[src/rtl/dual_ritc_trigger_decider_pkg.sv]
// Shared encodings and defaults for the dual-RITC trigger decider.
// Mode and FSM state constants are plain localparams so checkers can bind to them.
package dual_ritc_trigger_decider_pkg;

  localparam int NCORRBITS_DEF    = 12;
  localparam int INDEXBITS_DEF    = 6;
  localparam int HOLDOFF_BITS_DEF = 8;
  localparam int SCALER_BITS_DEF  = 16;
  localparam int WIN_BITS         = 4;

  localparam logic [1:0] MODE_OFF = 2'b00;
  localparam logic [1:0] MODE_OR  = 2'b01;
  localparam logic [1:0] MODE_AND = 2'b10;

  localparam logic [0:0] ST_IDLE    = 1'b0;
  localparam logic [0:0] ST_HOLDOFF = 1'b1;

  // Mode 11 is treated exactly like MODE_OFF.
  function automatic logic mode_fires(input logic [1:0] mode,
                                      input logic       or_cond,
                                      input logic       and_cond);
    logic f;
    f = 1'b0;
    if (mode == MODE_OR)  f = or_cond;
    if (mode == MODE_AND) f = and_cond;
    return f;
  endfunction

endpackage

[src/rtl/dual_ritc_trigger_decider_if.sv]
// Correlator-side inputs, configuration and trigger/scaler outputs of the decider.
// There is no handshake: inputs are sampled every sysclk, outputs are plain registers.
interface dual_ritc_trigger_decider_if
  import dual_ritc_trigger_decider_pkg::*;
#(
  parameter int NCORRBITS    = NCORRBITS_DEF,
  parameter int INDEXBITS    = INDEXBITS_DEF,
  parameter int HOLDOFF_BITS = HOLDOFF_BITS_DEF,
  parameter int SCALER_BITS  = SCALER_BITS_DEF
) ();

  logic [NCORRBITS-1:0]    r0_max_i;
  logic [INDEXBITS-1:0]    r0_max_corr_i;
  logic [NCORRBITS-1:0]    r1_max_i;
  logic [INDEXBITS-1:0]    r1_max_corr_i;
  logic [NCORRBITS-1:0]    r0_thresh_i;
  logic [NCORRBITS-1:0]    r1_thresh_i;
  logic [1:0]              mode_i;
  logic [HOLDOFF_BITS-1:0] holdoff_i;
  logic                    scaler_clr_i;

  logic                    trig_o;
  logic [NCORRBITS-1:0]    trig_max_o;
  logic [INDEXBITS-1:0]    trig_corr_o;
  logic [1:0]              trig_src_o;
  logic                    busy_o;
  logic [SCALER_BITS-1:0]  r0_scaler_o;
  logic [SCALER_BITS-1:0]  r1_scaler_o;

  modport master (
    output r0_max_i, r0_max_corr_i, r1_max_i, r1_max_corr_i,
    output r0_thresh_i, r1_thresh_i, mode_i, holdoff_i, scaler_clr_i,
    input  trig_o, trig_max_o, trig_corr_o, trig_src_o, busy_o,
    input  r0_scaler_o, r1_scaler_o
  );

  modport slave (
    input  r0_max_i, r0_max_corr_i, r1_max_i, r1_max_corr_i,
    input  r0_thresh_i, r1_thresh_i, mode_i, holdoff_i, scaler_clr_i,
    output trig_o, trig_max_o, trig_corr_o, trig_src_o, busy_o,
    output r0_scaler_o, r1_scaler_o
  );

endinterface

[src/rtl/dual_ritc_trigger_decider_ritc_sat_scaler.sv]
// Saturating up-counter with synchronous clear; clear has priority over increment.
module ritc_sat_scaler #(
  parameter int W = 16
) (
  input  logic         clk_i,
  input  logic         rst_n_i,
  input  logic         clr_i,
  input  logic         inc_i,
  output logic [W-1:0] count_o
);

  logic [W-1:0] count_q;
  logic [W-1:0] count_d;

  always_comb begin
    count_d = count_q;
    if (clr_i) begin
      count_d = '0;
    end else if (inc_i && (count_q != {W{1'b1}})) begin
      count_d = count_q + W'(1);
    end
  end

  always_ff @(posedge clk_i or negedge rst_n_i) begin
    if (!rst_n_i) begin
      count_q <= '0;
    end else begin
      count_q <= count_d;
    end
  end

  assign count_o = count_q;

endmodule

[src/rtl/dual_ritc_trigger_decider.sv]
// Two-stage trigger decider behind the dual-RITC correlator: threshold compare,
// OR / windowed-AND coincidence, holdoff FSM and per-RITC rate scalers.
module dual_ritc_trigger_decider
  import dual_ritc_trigger_decider_pkg::*;
#(
  parameter int NCORRBITS    = NCORRBITS_DEF,
  parameter int INDEXBITS    = INDEXBITS_DEF,
  parameter int HOLDOFF_BITS = HOLDOFF_BITS_DEF,
  parameter int WINDOW       = 4,
  parameter int SCALER_BITS  = SCALER_BITS_DEF
) (
  input logic                        sysclk_i,
  input logic                        rst_n_i,
  dual_ritc_trigger_decider_if.slave bus
);

  // Stage 1: registered inputs and threshold hits.
  logic [NCORRBITS-1:0] r0_max_q, r0_max_d;
  logic [INDEXBITS-1:0] r0_idx_q, r0_idx_d;
  logic [NCORRBITS-1:0] r1_max_q, r1_max_d;
  logic [INDEXBITS-1:0] r1_idx_q, r1_idx_d;
  logic                 hit0_q, hit0_d;
  logic                 hit1_q, hit1_d;

  // Stage 2: decision, held event info, coincidence windows and FSM.
  logic                    trig_q, trig_d;
  logic [NCORRBITS-1:0]    trig_max_q, trig_max_d;
  logic [INDEXBITS-1:0]    trig_corr_q, trig_corr_d;
  logic [1:0]              trig_src_q, trig_src_d;
  logic [WIN_BITS-1:0]     win0_q, win0_d;
  logic [WIN_BITS-1:0]     win1_q, win1_d;
  logic [0:0]              state_q, state_d;
  logic [HOLDOFF_BITS-1:0] hcnt_q, hcnt_d;

  logic recent0;
  logic recent1;
  logic or_cond;
  logic and_cond;
  logic fire;
  logic pick_r1;
  logic win_clear;

  always_comb begin
    r0_max_d = bus.r0_max_i;
    r0_idx_d = bus.r0_max_corr_i;
    r1_max_d = bus.r1_max_i;
    r1_idx_d = bus.r1_max_corr_i;
    hit0_d   = (bus.r0_max_i > bus.r0_thresh_i);
    hit1_d   = (bus.r1_max_i > bus.r1_thresh_i);
  end

  always_comb begin
    recent0  = hit0_q | (win0_q != '0);
    recent1  = hit1_q | (win1_q != '0);
    or_cond  = hit0_q | hit1_q;
    and_cond = (hit0_q & recent1) | (hit1_q & recent0);
    fire     = (state_q == ST_IDLE) && mode_fires(bus.mode_i, or_cond, and_cond);
    // R1 is reported only when it alone hits or strictly beats R0.
    pick_r1  = hit1_q & (~hit0_q | (r1_max_q > r0_max_q));
  end

  always_comb begin
    trig_d      = fire;
    trig_max_d  = trig_max_q;
    trig_corr_d = trig_corr_q;
    trig_src_d  = trig_src_q;
    if (fire) begin
      trig_max_d  = pick_r1 ? r1_max_q : r0_max_q;
      trig_corr_d = pick_r1 ? r1_idx_q : r0_idx_q;
      trig_src_d  = {hit1_q, hit0_q};
    end
  end

  // Windows only live in AND mode while IDLE; a trigger consumes them.
  always_comb begin
    win_clear = (bus.mode_i != MODE_AND) || (state_q != ST_IDLE) || fire;
    win0_d    = win0_q;
    win1_d    = win1_q;
    if (win_clear) begin
      win0_d = '0;
      win1_d = '0;
    end else begin
      if (hit0_q)             win0_d = WIN_BITS'(WINDOW);
      else if (win0_q != '0)  win0_d = win0_q - WIN_BITS'(1);
      if (hit1_q)             win1_d = WIN_BITS'(WINDOW);
      else if (win1_q != '0)  win1_d = win1_q - WIN_BITS'(1);
    end
  end

  // HOLDOFF is entered on the trigger edge, so busy_o rises with trig_o and
  // stays high for holdoff_i cycles; the next fire is judged in the first IDLE cycle.
  always_comb begin
    state_d = state_q;
    hcnt_d  = hcnt_q;
    case (state_q)
      ST_IDLE: begin
        if (fire && (bus.holdoff_i != '0)) begin
          state_d = ST_HOLDOFF;
          hcnt_d  = bus.holdoff_i;
        end
      end
      ST_HOLDOFF: begin
        if (hcnt_q == HOLDOFF_BITS'(1)) begin
          state_d = ST_IDLE;
          hcnt_d  = '0;
        end else begin
          hcnt_d = hcnt_q - HOLDOFF_BITS'(1);
        end
      end
      default: begin
        state_d = ST_IDLE;
        hcnt_d  = '0;
      end
    endcase
  end

  always_ff @(posedge sysclk_i or negedge rst_n_i) begin
    if (!rst_n_i) begin
      r0_max_q    <= '0;
      r0_idx_q    <= '0;
      r1_max_q    <= '0;
      r1_idx_q    <= '0;
      hit0_q      <= 1'b0;
      hit1_q      <= 1'b0;
      trig_q      <= 1'b0;
      trig_max_q  <= '0;
      trig_corr_q <= '0;
      trig_src_q  <= '0;
      win0_q      <= '0;
      win1_q      <= '0;
      state_q     <= ST_IDLE;
      hcnt_q      <= '0;
    end else begin
      r0_max_q    <= r0_max_d;
      r0_idx_q    <= r0_idx_d;
      r1_max_q    <= r1_max_d;
      r1_idx_q    <= r1_idx_d;
      hit0_q      <= hit0_d;
      hit1_q      <= hit1_d;
      trig_q      <= trig_d;
      trig_max_q  <= trig_max_d;
      trig_corr_q <= trig_corr_d;
      trig_src_q  <= trig_src_d;
      win0_q      <= win0_d;
      win1_q      <= win1_d;
      state_q     <= state_d;
      hcnt_q      <= hcnt_d;
    end
  end

  ritc_sat_scaler #(.W(SCALER_BITS)) u_r0_scaler (
    .clk_i   (sysclk_i),
    .rst_n_i (rst_n_i),
    .clr_i   (bus.scaler_clr_i),
    .inc_i   (hit0_q),
    .count_o (bus.r0_scaler_o)
  );

  ritc_sat_scaler #(.W(SCALER_BITS)) u_r1_scaler (
    .clk_i   (sysclk_i),
    .rst_n_i (rst_n_i),
    .clr_i   (bus.scaler_clr_i),
    .inc_i   (hit1_q),
    .count_o (bus.r1_scaler_o)
  );

  // busy_o is the FSM state bit itself (IDLE = 0, HOLDOFF = 1).
  assign bus.trig_o      = trig_q;
  assign bus.trig_max_o  = trig_max_q;
  assign bus.trig_corr_o = trig_corr_q;
  assign bus.trig_src_o  = trig_src_q;
  assign bus.busy_o      = (state_q == ST_HOLDOFF);

endmodule

[src/flat_wrapper.sv]
// flat-port wrapper written by rule: the top's interface ports become plain ports
module dual_ritc_trigger_decider_flat import dual_ritc_trigger_decider_pkg::*;
#(
  parameter int NCORRBITS    = NCORRBITS_DEF,
  parameter int INDEXBITS    = INDEXBITS_DEF,
  parameter int HOLDOFF_BITS = HOLDOFF_BITS_DEF,
  parameter int WINDOW       = 4,
  parameter int SCALER_BITS  = SCALER_BITS_DEF
)
  (sysclk_i, rst_n_i, bus_r0_max_i, bus_r0_max_corr_i, bus_r1_max_i, bus_r1_max_corr_i, bus_r0_thresh_i, bus_r1_thresh_i, bus_mode_i, bus_holdoff_i, bus_scaler_clr_i, bus_trig_o, bus_trig_max_o, bus_trig_corr_o, bus_trig_src_o, bus_busy_o, bus_r0_scaler_o, bus_r1_scaler_o);
  dual_ritc_trigger_decider_if #(.NCORRBITS(NCORRBITS), .INDEXBITS(INDEXBITS), .HOLDOFF_BITS(HOLDOFF_BITS), .SCALER_BITS(SCALER_BITS)) bus_i ();
  input logic sysclk_i;
  input logic rst_n_i;
  input wire logic [$bits(bus_i.r0_max_i)-1:0] bus_r0_max_i;
  input wire logic [$bits(bus_i.r0_max_corr_i)-1:0] bus_r0_max_corr_i;
  input wire logic [$bits(bus_i.r1_max_i)-1:0] bus_r1_max_i;
  input wire logic [$bits(bus_i.r1_max_corr_i)-1:0] bus_r1_max_corr_i;
  input wire logic [$bits(bus_i.r0_thresh_i)-1:0] bus_r0_thresh_i;
  input wire logic [$bits(bus_i.r1_thresh_i)-1:0] bus_r1_thresh_i;
  input wire logic [$bits(bus_i.mode_i)-1:0] bus_mode_i;
  input wire logic [$bits(bus_i.holdoff_i)-1:0] bus_holdoff_i;
  input wire logic [$bits(bus_i.scaler_clr_i)-1:0] bus_scaler_clr_i;
  output wire logic [$bits(bus_i.trig_o)-1:0] bus_trig_o;
  output wire logic [$bits(bus_i.trig_max_o)-1:0] bus_trig_max_o;
  output wire logic [$bits(bus_i.trig_corr_o)-1:0] bus_trig_corr_o;
  output wire logic [$bits(bus_i.trig_src_o)-1:0] bus_trig_src_o;
  output wire logic [$bits(bus_i.busy_o)-1:0] bus_busy_o;
  output wire logic [$bits(bus_i.r0_scaler_o)-1:0] bus_r0_scaler_o;
  output wire logic [$bits(bus_i.r1_scaler_o)-1:0] bus_r1_scaler_o;
  assign bus_i.r0_max_i = bus_r0_max_i;
  assign bus_i.r0_max_corr_i = bus_r0_max_corr_i;
  assign bus_i.r1_max_i = bus_r1_max_i;
  assign bus_i.r1_max_corr_i = bus_r1_max_corr_i;
  assign bus_i.r0_thresh_i = bus_r0_thresh_i;
  assign bus_i.r1_thresh_i = bus_r1_thresh_i;
  assign bus_i.mode_i = bus_mode_i;
  assign bus_i.holdoff_i = bus_holdoff_i;
  assign bus_i.scaler_clr_i = bus_scaler_clr_i;
  assign bus_trig_o = bus_i.trig_o;
  assign bus_trig_max_o = bus_i.trig_max_o;
  assign bus_trig_corr_o = bus_i.trig_corr_o;
  assign bus_trig_src_o = bus_i.trig_src_o;
  assign bus_busy_o = bus_i.busy_o;
  assign bus_r0_scaler_o = bus_i.r0_scaler_o;
  assign bus_r1_scaler_o = bus_i.r1_scaler_o;
  dual_ritc_trigger_decider #(.NCORRBITS(NCORRBITS), .INDEXBITS(INDEXBITS), .HOLDOFF_BITS(HOLDOFF_BITS), .WINDOW(WINDOW), .SCALER_BITS(SCALER_BITS)) u_core (.sysclk_i(sysclk_i), .rst_n_i(rst_n_i), .bus(bus_i));
endmodule
[config.mk]
export PLATFORM = sky130hd
export DESIGN_NAME = dual_ritc_trigger_decider_flat
export DESIGN_NICKNAME = d
export VERILOG_FILES = /design/src/rtl/dual_ritc_trigger_decider_pkg.sv /design/src/rtl/dual_ritc_trigger_decider_if.sv /design/src/rtl/dual_ritc_trigger_decider_ritc_sat_scaler.sv /design/src/rtl/dual_ritc_trigger_decider.sv /design/src/flat_wrapper.sv
export SDC_FILE = /design/constraint.sdc
export NUM_CORES = 1
export LEC_CHECK = 0
export ABC_CLOCK_PERIOD_IN_PS = 4100
export BUFFER_PORTS_ARGS = -buffer_cell sky130_fd_sc_hd__buf_2
export CORE_MARGIN = 4
export CORE_UTILIZATION = 30
export DETAILED_ROUTE_END_ITERATION = 8
export PLACE_DENSITY = 0.45
export SYNTH_ARGS = -nofsm -noshare
export SYNTH_HDL_FRONTEND = slang
export SYNTH_HIERARCHICAL = 1
export SYNTH_SLANG_ARGS = --single-unit
[constraint.sdc]
create_clock -name sysclk_i -period 4.1 [get_ports sysclk_i]
set_clock_uncertainty 0.05 [all_clocks]
set_input_delay 0.615 -clock sysclk_i [delete_from_list [all_inputs] [get_ports sysclk_i]]
set_output_delay 0.615 -clock sysclk_i [all_outputs]
set_load 0.02 [all_outputs]
==> summary by stage <==
CTS
The count of H-tree levels built during CTS is 3. In this run the clock root is driven by a clkbuf_16. The longest clock path from root to sink contains 2 buffers. The TritonCTS clock tree is built. The clock latency reported for the late side of the worst-skew pair is 0.35 ns. The number of clock buffers added by TritonCTS is 9. The number of buffers inserted for hold repair after clock tree synthesis is 0. After clock tree synthesis, the setup repair step added 0 buffers.

In this run, post-CTS repair resized a total of 0 instances. Counting every sink on the clock net gives 108. Clock-pin slew was measured on the worst setup and hold paths at 0.08 ns.

Global routing
The overall track demand over capacity in global routing is between 10% and 20%. The first global-routing pass estimated 24.0 mm of wire. Entering global routing, the biggest net connects 57 pins. The number of antenna violations at the first check in global routing was 0. The final global-route overflow total is 0.

The number of global-route vias before repair is 4,742.

Layout
The most common library cell in the layout ignoring fill and taps is buf_2. The area of all placed cells without fillers is 0.00709 sq mm. The final standard cell count with taps included and fillers excluded is 933. The filler cell count is 1,938. After the last flow step, the layout net total stands at 780. Leaving out fill and tap cells, the most frequent cells in the layout are buf_2, dfrtp_1, inv_1. The number of antenna repair diodes is 0. The utilization of the core after routing is a little over a third. Compared with the post-synthesis result, the final layout area differs by 19.7%. Of the cells placed in the final design, the portion with a size suffix greater than 1 is 30.4%.

Logic synthesis
The async set or reset register ratio after synthesis is 100%. The post-synthesis average cell area is 11.0 sq um. The simple-gate area share of the yosys netlist is between 10% and 20%. The top flip-flop cell by instance count after synthesis is dfrtp_1. The synthesized netlist devotes 9.29% of its cell area to adder and majority cells. Synthesis instantiated 63 different standard cells from the library. The post-synthesis cell count is 540.

The count of flip-flops with a built-in enable after synthesis is 0. The post-synthesis instance area is 0.00592 sq mm. The sequential cell area fraction in the yosys report is 45.6%.

The synthesized flop and latch total is around 110. After synthesis, the largest family of logic cells by area is simple AND/OR/NAND/NOR gates. The post-synthesis mux area share is 9.57%. During synthesis, Yosys emitted a total of 6 warnings.

When the netlist entered floorplanning its net count stood at 657. The post-synthesis xor/xnor area fraction is less than 1%. The area fraction in compound gates after synthesis is between 10% and 20%.

Drt
After detailed routing, the met2 layer carries 6.74 mm of wire. The detailed router used layers up to and including met4. The total met3 wirelength after detailed routing is ~550 microns.

For this run, design rule violations remaining after detail routing come to 0. After detailed routing, the average wire length per cell comes to between 15 and 20 microns. In this run, the number of DRC markers left after iteration 0 of detailed routing was 186. The sum of routed wire length over all layers is 14.2 mm. The wire length on met1 is roughly 6.7 mm. Summing over every cut layer, the via total after detailed routing is 4,586. The routed via count divided by cell count is slightly below 5. Once detail routing completed, the nets flagged for antenna violations numbered 0.

The first detailed-routing pass ran for 4 iterations.

STA
For the pin with the worst max-slew slack, the measured transition is 0.880 ns. The number of hold violations in the final report is 0. Setup repair after global routing left no endpoint under its margin.

Headroom to the max-slew limit came out at roughly two fifths. The worst hold slack is 0.270 ns. The final count of negative-setup-slack endpoints is 0. Summed over all failing endpoints, the final setup total negative slack is 0 ns. The time the worst path needs with I/O delays and setup is 2.78 ns. The ratio of final minimum period to clock period is 67.8%. The final worst slack is 1.32 ns.

The upper clock frequency limit is 360 MHz. The max-slew violation count is 0.

Pwr
The portion of total power attributed to the clock network is 29.2%. The power spent charging and discharging nets is 0.990 mW. The total design power is 3.09 mW. The relative contribution of combinational cells to total power is 26.6%.

Net switching is approximately a third of the power. The maximum ir drop on the vdd rail is 0.171 mV. Dividing total power by cell area gives a power density of 435 mW/mm^2. The cell-internal power is around 2.1 mW. Sequential cells burn 44.2% of the power. The cell leakage power is approximately 3.5 nW.

Worst setup path
The startpoint-to-endpoint class of the critical path is reg -> reg. The data required time of the worst path is 4.29 ns. Data arrives at the worst endpoint at 2.97 ns.

The worst reg2reg path depth is 7. In this run the worst path has a maximum fanout of 18. The worst setup path is captured at a flip-flop.

STA classifies the critical path startpoint as a flip-flop.

Floorplan
The floorplan has 51 rows. From left edge to right edge, the die measures 149 microns. The floorplan step defined a core boundary enclosing 0.0195 sq mm. The count of boundary I/O pins is about 130. The area of the die is 0.0221 sq mm. The die height is between 100 and 150 microns. Once the floorplan was initialized, standard cells occupied 30.4% of the core.

Job
Max-cap violations in this run came to 0.

Place
The pre-CTS setup slack is 1.29 ns. Detailed placement finished with a half-perimeter wire length of 10.8 mm. The final RePlAce weighted congestion is 0.778. The number of placed instances, taps included, is 917. Summing all placed instances gives a cell area of between 0.006 and 0.007 sq mm. The number of input and output port buffers inserted is roughly 130.

Hold path
The type of the most critical hold path is in -> async.

Status
The run finished with clean final reports.
## power groups by stage
stage | clock, mW | combinational (mW) | sequential, mW
global placement | 0 | 0.817 | 1.38
global route | 0.983 | 0.906 | 1.39
floorplan | 0 | 0.469 | 1.46
finish | 0.902 | 0.820 | 1.36
detailed placement | 0 | 0.839 | 1.38
CTS | 0.945 | 0.840 | 1.36
## logic make-up after synthesis
| kind of cell | count (synthesis) |
|---|---|
| fa+ha+maj | 44 |
| mux | 45 |
| compound gates | 112 |
| flops | 108 |
| xor+xnor | 3 |
| simple gates | 159 |
| buf+inv | 69 |
## registers in the layout, summed over array words and instances, names as in the netlist
register	count
u_core/bus.trig_max_o	12
u_core/r0_max_q	12
u_core/u_r0_scaler/count_o	16
u_core/r1_idx_q	6
u_core/hit0_q	1
u_core/bus.busy_o	1
u_core/r0_idx_q	6
u_core/r1_max_q	12
u_core/hit1_q	1
u_core/bus.trig_o	1
u_core/win0_q	4
u_core/win1_q	4
u_core/hcnt_q	8
u_core/bus.trig_corr_o	6
u_core/u_r1_scaler/count_o	16
u_core/bus.trig_src_o	2
## final cells by class
cell class / count / area, sq um / area share (%)
clock buffers: 9 / 225 / 3.18
clock inverters: 7 / 80.1 / 1.13
inverters: 53 / 201 / 2.84
multi-input cells: 363 / 2900 / 40.9
flip-flops and latches: 108 / 2700 / 38.1
well taps: 265 / 332 / 4.68
repair buffers: 128 / 648 / 9.14
## synthesized netlist by cell type (3+ instances only)
master / n / share of area, %
dfrtp_1: 108 / 46
inv_1: 52 / 3.3
ha_1: 44 / 9.3
a21oi_1: 43 / 3.6
nand2_1: 21 / 1.3
nor2_1: 20 / 1.3
nand4_1: 19 / 2.0
mux2_2: 17 / 3.2
mux2_4: 17 / 4.3
o31ai_1: 14 / 1.8
nor2b_1: 12 / 1.3
nor3_1: 12 / 1.0
nand3_1: 11 / 0.93
nor4_1: 10 / 1.1
or4_1: 10 / 1.3
clkbuf_1: 9 / 0.57
mux2_1: 8 / 1.5
o21ai_0: 8 / 0.68
o21ai_1: 7 / 0.59
or3_1: 7 / 0.74
a21o_1: 6 / 0.76
and3_1: 6 / 0.63
a211oi_1: 5 / 0.63
nand3b_1: 5 / 0.63
and4_2: 4 / 0.68
buf_6: 4 / 0.76
or4_2: 4 / 0.59
a221oi_1: 3 / 0.44
mux2i_1: 3 / 0.51
nand2b_1: 3 / 0.32
nor4_4: 3 / 1.1
o211ai_1: 3 / 0.38
xnor2_1: 3 / 0.44
## critical path, stage by stage (launching register included)
cell and delay, ns:
dfrtp_1 0.38, inv_1 0.07, ha_1 0.24, nor4b_2 0.20, a2111o_1 0.49, a31o_1 0.23, a21oi_4 0.60, mux2_2 0.41
## worst paths after layout
check / from / to / slack [ns]
setup / recovery: u_core/win0_q[0] / u_core/bus.trig_max_o[1] / 1.32
hold / removal: rst_n_i / u_core/u_r1_scaler/count_o[9] / 0.27
setup reg to reg: u_core/win0_q[0] / u_core/bus.trig_max_o[1] / 1.32
hold reg to reg: u_core/r1_idx_q[3] / u_core/bus.trig_corr_o[3] / 0.43
max in group asynchronous: rst_n_i / u_core/bus.trig_corr_o[2] / 2.84
min in group sysclk_i: bus_r0_max_corr_i[4] / u_core/r0_idx_q[4] / 0.31
## metal layers
metal	vias to the layer above	global-route usage (%)
li1	2241	-
met1	2220	17.8
met2	109	22.2
met3	16	2.16
met4	0	4.85
met5	-	0
Power figures use the tool's default switching activity.
